<file path="config.mk">
export PLATFORM = sky130hd
export DESIGN_NAME = move_executor
export DESIGN_NICKNAME = d
export VERILOG_FILES = /design/src/rtl/move_executor.sv
export SDC_FILE = /design/constraint.sdc
export NUM_CORES = 1
export LEC_CHECK = 0
export ABC_AREA = 1
export BUFFER_PORTS_ARGS = -buffer_cell sky130_fd_sc_hd__buf_2
export CORE_MARGIN = 1
export CORE_UTILIZATION = 45
export DETAILED_ROUTE_END_ITERATION = 12
export GPL_TIMING_DRIVEN = 0
export PLACE_DENSITY = 0.75
export REMOVE_ABC_BUFFERS = 1
export SLEW_MARGIN = 0
export SYNTH_ARGS = -nofsm -noshare
export SYNTH_HDL_FRONTEND = slang
export SYNTH_SLANG_ARGS = --single-unit
</file>
<file path="constraint.sdc">
create_clock -name clk -period 1.15 [get_ports clk]
set_input_delay 0.1725 -clock clk [delete_from_list [all_inputs] [get_ports clk]]
set_output_delay 0.1725 -clock clk [all_outputs]
set_load 0.02 [all_outputs]
</file>
<file path="src/rtl/move_executor.sv">
// move_executor: runs one board move as a fixed 7-state sequence
// (read attacker, read target, evaluate, write target, write source, done).
// Board RAM has a one-cycle read latency; cells are addressed {y,x}.
// Optional feature macro CAPTURE_COUNT_EN adds per-team lost-piece counters.
module move_executor (
  input  logic       clk,
  input  logic       reset,
  input  logic       start,
  input  logic [1:0] cmd,
  input  logic [2:0] src_x,
  input  logic [2:0] src_y,
  input  logic [2:0] dst_x,
  input  logic [2:0] dst_y,
  output logic [5:0] ram_addr,
  output logic [5:0] ram_wdata,
  output logic       ram_we,
  input  logic [5:0] ram_rdata,
  output logic       busy,
  output logic       done,
  output logic       err,
  output logic       win,
  output logic       winner,
  output logic [3:0] lost_p0,
  output logic [3:0] lost_p1
);

  localparam logic [1:0] CmdCapture = 2'b00;
  localparam logic [1:0] CmdTrade   = 2'b10;
  localparam logic [1:0] CmdRsvd    = 2'b11;
  localparam logic [5:0] PieceBlank = 6'b000000;
  localparam logic [5:0] PieceWall  = 6'b111111;
  localparam logic [4:0] TypeFlag   = 5'b00001;

  typedef enum logic [2:0] {
    StIdle, StRdSrc, StRdDst, StEval, StWrDst, StWrSrc, StDone
  } state_t;

  state_t     state_q, state_d;
  logic [1:0] cmd_q;
  logic [5:0] src_addr_q, dst_addr_q;
  logic [5:0] src_piece_q, dst_piece_q;
  logic       winner_q;
  logic       bad;
  logic       win_cond;

  // Illegal move: empty or impassable attacker, or impassable target.
  assign bad      = (src_piece_q == PieceBlank) || (src_piece_q == PieceWall) ||
                    (dst_piece_q == PieceWall);
  assign win_cond = (cmd_q == CmdCapture) && !bad && (dst_piece_q[5:1] == TypeFlag);
  assign busy     = (state_q != StIdle);
  assign winner   = winner_q;

  // State register and latched move context.
  always_ff @(posedge clk or posedge reset) begin
    if (reset) begin
      state_q     <= StIdle;
      cmd_q       <= 2'b00;
      src_addr_q  <= 6'd0;
      dst_addr_q  <= 6'd0;
      src_piece_q <= 6'd0;
      dst_piece_q <= 6'd0;
      winner_q    <= 1'b0;
    end else begin
      state_q <= state_d;
      if (state_q == StIdle && start) begin
        cmd_q      <= cmd;
        src_addr_q <= {src_y, src_x};
        dst_addr_q <= {dst_y, dst_x};
      end
      if (state_q == StRdDst) src_piece_q <= ram_rdata;
      if (state_q == StEval)  dst_piece_q <= ram_rdata;
      // Update before DONE so winner is valid alongside the win pulse.
      if (state_q == StWrSrc && win_cond) winner_q <= src_piece_q[0];
    end
  end

  // Next-state sequencing and RAM/status outputs.
  always_comb begin
    state_d   = state_q;
    ram_addr  = 6'd0;
    ram_wdata = 6'd0;
    ram_we    = 1'b0;
    done      = 1'b0;
    err       = 1'b0;
    win       = 1'b0;
    case (state_q)
      StIdle:  if (start) state_d = StRdSrc;
      StRdSrc: begin
        ram_addr = src_addr_q;
        state_d  = StRdDst;
      end
      StRdDst: begin
        ram_addr = dst_addr_q;
        state_d  = StEval;
      end
      StEval:  state_d = StWrDst;
      StWrDst: begin
        ram_addr = dst_addr_q;
        if (!bad && cmd_q == CmdCapture) begin
          ram_we    = 1'b1;
          ram_wdata = src_piece_q;
        end else if (!bad && cmd_q == CmdTrade) begin
          ram_we = 1'b1;
        end
        state_d = StWrSrc;
      end
      StWrSrc: begin
        ram_addr = src_addr_q;
        ram_we   = !bad && (cmd_q != CmdRsvd);
        state_d  = StDone;
      end
      StDone: begin
        done    = 1'b1;
        err     = bad;
        win     = win_cond;
        state_d = StIdle;
      end
      default: state_d = StIdle;
    endcase
  end

`ifdef CAPTURE_COUNT_EN
  logic       remove_en;
  logic       remove_team;
  logic [3:0] lost_p0_q, lost_p1_q;

  // A removal is any legal write that clears or overwrites a non-blank piece.
  always_comb begin
    remove_en   = 1'b0;
    remove_team = 1'b0;
    if (!bad && state_q == StWrDst && (cmd_q == CmdCapture || cmd_q == CmdTrade) &&
        dst_piece_q != PieceBlank) begin
      remove_en   = 1'b1;
      remove_team = dst_piece_q[0];
    end else if (!bad && state_q == StWrSrc && cmd_q != CmdRsvd) begin
      remove_en   = 1'b1;
      remove_team = src_piece_q[0];
    end
  end

  // Saturating per-team removal counters.
  always_ff @(posedge clk or posedge reset) begin
    if (reset) begin
      lost_p0_q <= 4'd0;
      lost_p1_q <= 4'd0;
    end else if (remove_en) begin
      if (!remove_team && lost_p0_q != 4'hf) lost_p0_q <= lost_p0_q + 4'd1;
      if (remove_team && lost_p1_q != 4'hf)  lost_p1_q <= lost_p1_q + 4'd1;
    end
  end

  assign lost_p0 = lost_p0_q;
  assign lost_p1 = lost_p1_q;
`else
  assign lost_p0 = 4'd0;
  assign lost_p1 = 4'd0;
`endif

endmodule

</file>
Word-level counts from Yosys, hierarchy flattened

Cells that the tools add are included.

Register bits after elaboration: 30
Latch bits: 0
Memories: 0
Memory bits (read-only): 0
Bits in writable memories: 0
Input bits: 23
Output and inout bits: 26

Bitwise logic cells: 0
Add/subtract/negate cells: 0
$lt $le $gt $ge: 0
Eq/ne operators: 12
Div/mod/pow operators: 0
Multiply operators: 0
Mux-type cells: 11
Shifts and indexed selects: 0
Reductions and logical operators: 15

Operator list:

| cell                 | count |
|---|---|
| $pmux W3 S6          | 1 |
| $eq A6 B6 Y1 const B | 2 |
| $mux W6              | 2 |
| $pmux W6 S2          | 1 |
| $eq A3 B3 Y1 const B | 3 |
| $eq A3 B2 Y1 const B | 2 |
| $logic_and A1 B1 Y1  | 6 |
| $logic_not A6 Y1     | 1 |
| $eq A5 B1 Y1 const B | 1 |
| $mux W1              | 5 |
| $ne A2 B2 Y1 const B | 2 |
| $reduce_or A2 Y1     | 2 |
| $eq A3 B1 Y1 const B | 1 |
| $logic_not A3 Y1     | 1 |
| $mux W3              | 1 |
| $reduce_bool A3 Y1   | 1 |
| $eq A2 B2 Y1 const B | 1 |
| $logic_not A2 Y1     | 1 |
| $logic_or A1 B1 Y1   | 2 |
| $pmux W1 S2          | 1 |
| $logic_not A1 Y1     | 1 |

Depth between registers and ports, before layout

Depth after elaboration: 8
Depth in mapped cells: 8
Depth with buffers taken out: 8

Worst setup path after synthesis

No wires, ideal clock.

Path kind: register -> output
From: reg state_q[1]
To: out ram_wdata[0]
Buffers on the path: 0
Cell stages (with the launch flop): 6
Data arrival time: 1.383 ns
Path slack: -0.405 ns
Data required time: 0.978 ns
Path through: dfrtp_1 inv_2 nand2_1 nor2_4 inv_2 nor3_1

Word-level cells in the longest chain between the ends: 2

RTL lines:

| what                   | RTL line | source |
|---|---|---|
| start, declared        | 38       | `state_t state_q, state_d;` |
| start signal, assigned | 56       | `state_q <= StIdle;` |
| start signal, assigned | 64       | `state_q <= state_d;` |
| $eq A3 B3 Y1           | 86       | `case (state_q)` |
| $mux W6                | 86       |  |
| end, declared          | 15       | `output logic [5:0] ram_wdata,` |

No other way between the ends.

Final worst setup path

From: reg dst_piece_q[4]
To: out win

Word-level cells in the longest chain between the ends: 6

RTL lines:

| what                    | RTL line | source |
|---|---|---|
| start, declared         | 41       | `logic [5:0] src_piece_q, dst_piece_q;` |
| start signal, assigned  | 71       | `if (state_q == StEval) dst_piece_q <= ram_rdata;` |
| $eq A6 B6 Y1            | 48       | `(dst_piece_q == PieceWall);` |
| $logic_or A1 B1 Y1      | 47       | `assign bad = (src_piece_q == PieceBlank) \|\| (src_piece_q == PieceWall) \|\|` |
| $logic_not A1 Y1        | 49       | `assign win_cond = (cmd_q == CmdCapture) && !bad && (dst_piece_q[5:1] == TypeFlag);` |
| $logic_and A1 B1 Y1     | 49       |  |
| $logic_and A1 B1 Y1 (*) | 49       |  |
| $mux W1 (*)             | 86       |  |
| end, declared           | 21       | `output logic win,` |

Every way passes the cells marked *; elsewhere a longest branch is shown, timed or not.

==> metrics.md <==
| Metric | Value |
|---|---|
| Crit share post-route | `154%` |
| CP Max Fanout | `3` |
| Crit Reg-Reg Startpoint | `src_piece_q[3]` |
| Worst path top cell family by delay | `simple AND/OR/NAND/NOR gates` |
| Gr busiest metal | `met2` |
| First drt pass iteration count | `4` |
| Met1 Use GR | `26.6%` |
| Mean post-synth cell area | `9.14 um^2` |
| 1st-iter DRT viols | `48` |
| CP Data Required Time | `0.98 ns` |
| DRT antenna net count | `0` |
| Dominant cell type by area after synthesis | `dfrtp_1` |
| Vias per cell | `5.02` |
| Crit path from | `dst_piece_q[4]` |
| Synth top area cells | `dfrtp_1 (49%), mux2_2 (9.5%), nand2_1 (7.5%)` |
| Pin count of the biggest net entering global routing | `31` |
| HP Class | `in2reg` |
| Die W | `60.6 um` |
| Maximum clock path buffer count | `2` |
| Min-delay src | `src_x[1]` |
| WS Path Type | `reg2out` |
| Remaining Overflow, GRT | `0` |
| Pleak | `0.00123 uW` |
| Most frequent CP cell | `buf_4` |
| Met2 Track Usage GR | `41.0%` |
| Slew Limit Headroom | `25.0%` |
| CTS Sinks | `30` |
| Status | `complete, but fails checks` |
| Die height | `60.6 um` |
| PortBufs | `40` |
| Hpwl dp | `2.19 mm` |
| CTS Buf Count | `5` |
| Met3 Track Usage GR | `8.96%` |
| DR vias | `1457` |
| Clock Skew | `0.00375 ns` |
| Area growth from synthesis to layout | `56.3%` |
| Buf/Inv on CP | `2` |
| # rows | `20` |
| Critical Path AT | `1.60 ns` |
| Initial antenna violation count | `0` |
| Synth cell types | `21` |
| Routed WL per cell | `15.6 um` |
| YS warnings | `0` |
| Total power | `6910 uW` |
| Register area share after synthesis | `48.6%` |
| Vias in the first global route | `1336` |
| Worst vdd ir | `1770 uV` |
| Critical path's largest stage delay | `0.40 ns` |
| Core Region | `0.00315 mm^2` |
| # H-tree levels | `2` |
| Nets | `269` |
| Reg clk slew, reported paths | `0.09 ns` |
| Slowest cell on the critical path | `dfrtp_1` |
| DRC violations left | `0` |
| Cell Area, Synth | `0.00154 mm^2` |
| First-pass GRT wire length | `5.98 mm` |
| Layout cells sized above 1 | `56.9%` |
| Clk root buf | `clkbuf_4` |
| Post-synth top area share | `48.6%` |
| Hold Fails Final Rpt | `0` |
| Peak Freq | `565 MHz` |
| CTS tree | `built` |
| Slew @ Worst Pin | `1.12 ns` |
| Failing checks | `negative setup slack` |
| Gp weighted congestion | `0.804` |
| Minimum clock period | `1.77 ns` |
| Clk_lat worst skew | `0.34 ns` |
| Flops & latches, synth | `30` |
| Post-Syn Instances | `169` |
| Die ar. | `0.00367 mm^2` |
| I/O Pins | `49` |
| PwrDens | `2860 mW/mm^2` |
| Setup violations, final | `46` |
| All-Layer GR Usage | `23.1%` |
| Post-layout worst setup margin | `-0.619 ns` |
| CP cell instances | `buf_4 > nor2_1 > nand2_1 > nor3_2 > and3_1 > buf_4` |
| Critical Path End Type | `output port` |
| Pins Over Slew Limit | `0` |
| Starting density of the core | `49.0%` |
| Max-cap viol count | `0` |
| Final wirelength | `4.53 mm` |
| ANT cells | `0` |
| Post-CTS Hold Fix Bufs | `0` |
| Setup crit start kind | `register` |
| RSZ-0062 raised after global routing | `true` |
| Pre-CTS setup slack | `-0.624 ns` |
[power breakdown]
part           switching [uW]  leakage, uW  total [uW]  internal [uW]
clock network             361    0.0000254         591            230
registers                 413     0.000353        2000           1580
logic                    2160     0.000847        4320           2160
[sequential cells by signal (all words and copies together), names as in the netlist]
register,cells
state_q,3
src_addr_q,6
src_piece_q,6
dst_piece_q,6
winner,1
dst_addr_q,6
cmd_q,2
[cell usage after synthesis, drive strengths merged]
cell type,instances
nand2,31
and3,1
o211ai,1
buf,11
mux2,15
a21oi,4
o21ai,13
conb,1
nor3,7
inv,23
nand3,9
dfrtp,30
nor2,19
a211oi,1
nand4,2
o22ai,1
[final cells by class]
type	instances	area [um^2]
flip-flops and latches	30	754
clock buffers	7	45.0
inverters	23	96.3
multi-input cells	113	846
well taps	44	55.1
repair buffers	73	617
fillers	229	739
[path summary, 6_finish.rpt]
path / slack, ns / to / cells after the start
max: -0.62 / win / 6
max in group asynchronous: 0.29 / state_q[1] / 2
min in group asynchronous: 0.11 / src_piece_q[5] / 2
min reg2reg: 0.51 / src_addr_q[3] / 1
max reg2reg: -0.40 / winner / 10
min: 0.06 / src_addr_q[1] / 2
[timing repair]
| action | CTS | global route |
|---|---|---|
| resized for setup | 59 | 52 |
| pin swaps | 15 | 13 |
| buffers inserted | 22 | 12 |
| cloned | 1 | 0 |
| hold endpoints to repair | 0 | 0 |
| setup endpoints to repair | 46 | 45 |
[cell families (layout without fill, tap and decap cells)]
| logic type | count (synthesis) | after routing | synth area share (%) |
|---|---|---|---|
| other | 1 | 8 | 0.243 |
| DFF | 30 | 30 | 48.6 |
| and+or+nand+nor | 69 | 70 | 21.6 |
| AOI/OAI and AO/OA | 20 | 20 | 6.89 |
| buffers and inverters | 34 | 103 | 11.2 |
| muxes | 15 | 15 | 11.4 |
[per-stage QoR]
stage	utilization (%)	instances	TNS [ns]	cell area, um^2	hold slack [ns]
floorplan	-	165	-7.33	1480	0.263
global placement	55.2	249	-14.71	1740	0.405
detailed placement	55.2	249	-15.14	1740	0.409
CTS	68.1	279	-14.34	2150	0.0509
global route	76.5	290	-19.84	2410	0.0370
finish	76.5	290	-16.86	2410	0.0612
[cells in the final DEF, fill, tap and decap left out, drive strengths merged]
cell    count
nand4       2
and3        1
o211ai      1
inv        23
o22ai       1
nand2      31
clkbuf      7
dfrtp      30
a21oi       4
nor2       19
nand3      10
a211oi      1
o21ai      13
conb        8
buf        73
nor3        7
mux2       15
[per-layer routing]
metal,wire (um),share of wire (%)
met2,2390,53
met4,102,2.3
met3,284,6.3
met1,1750,39
met5,0,0
(Power assumes the default switching activity.)
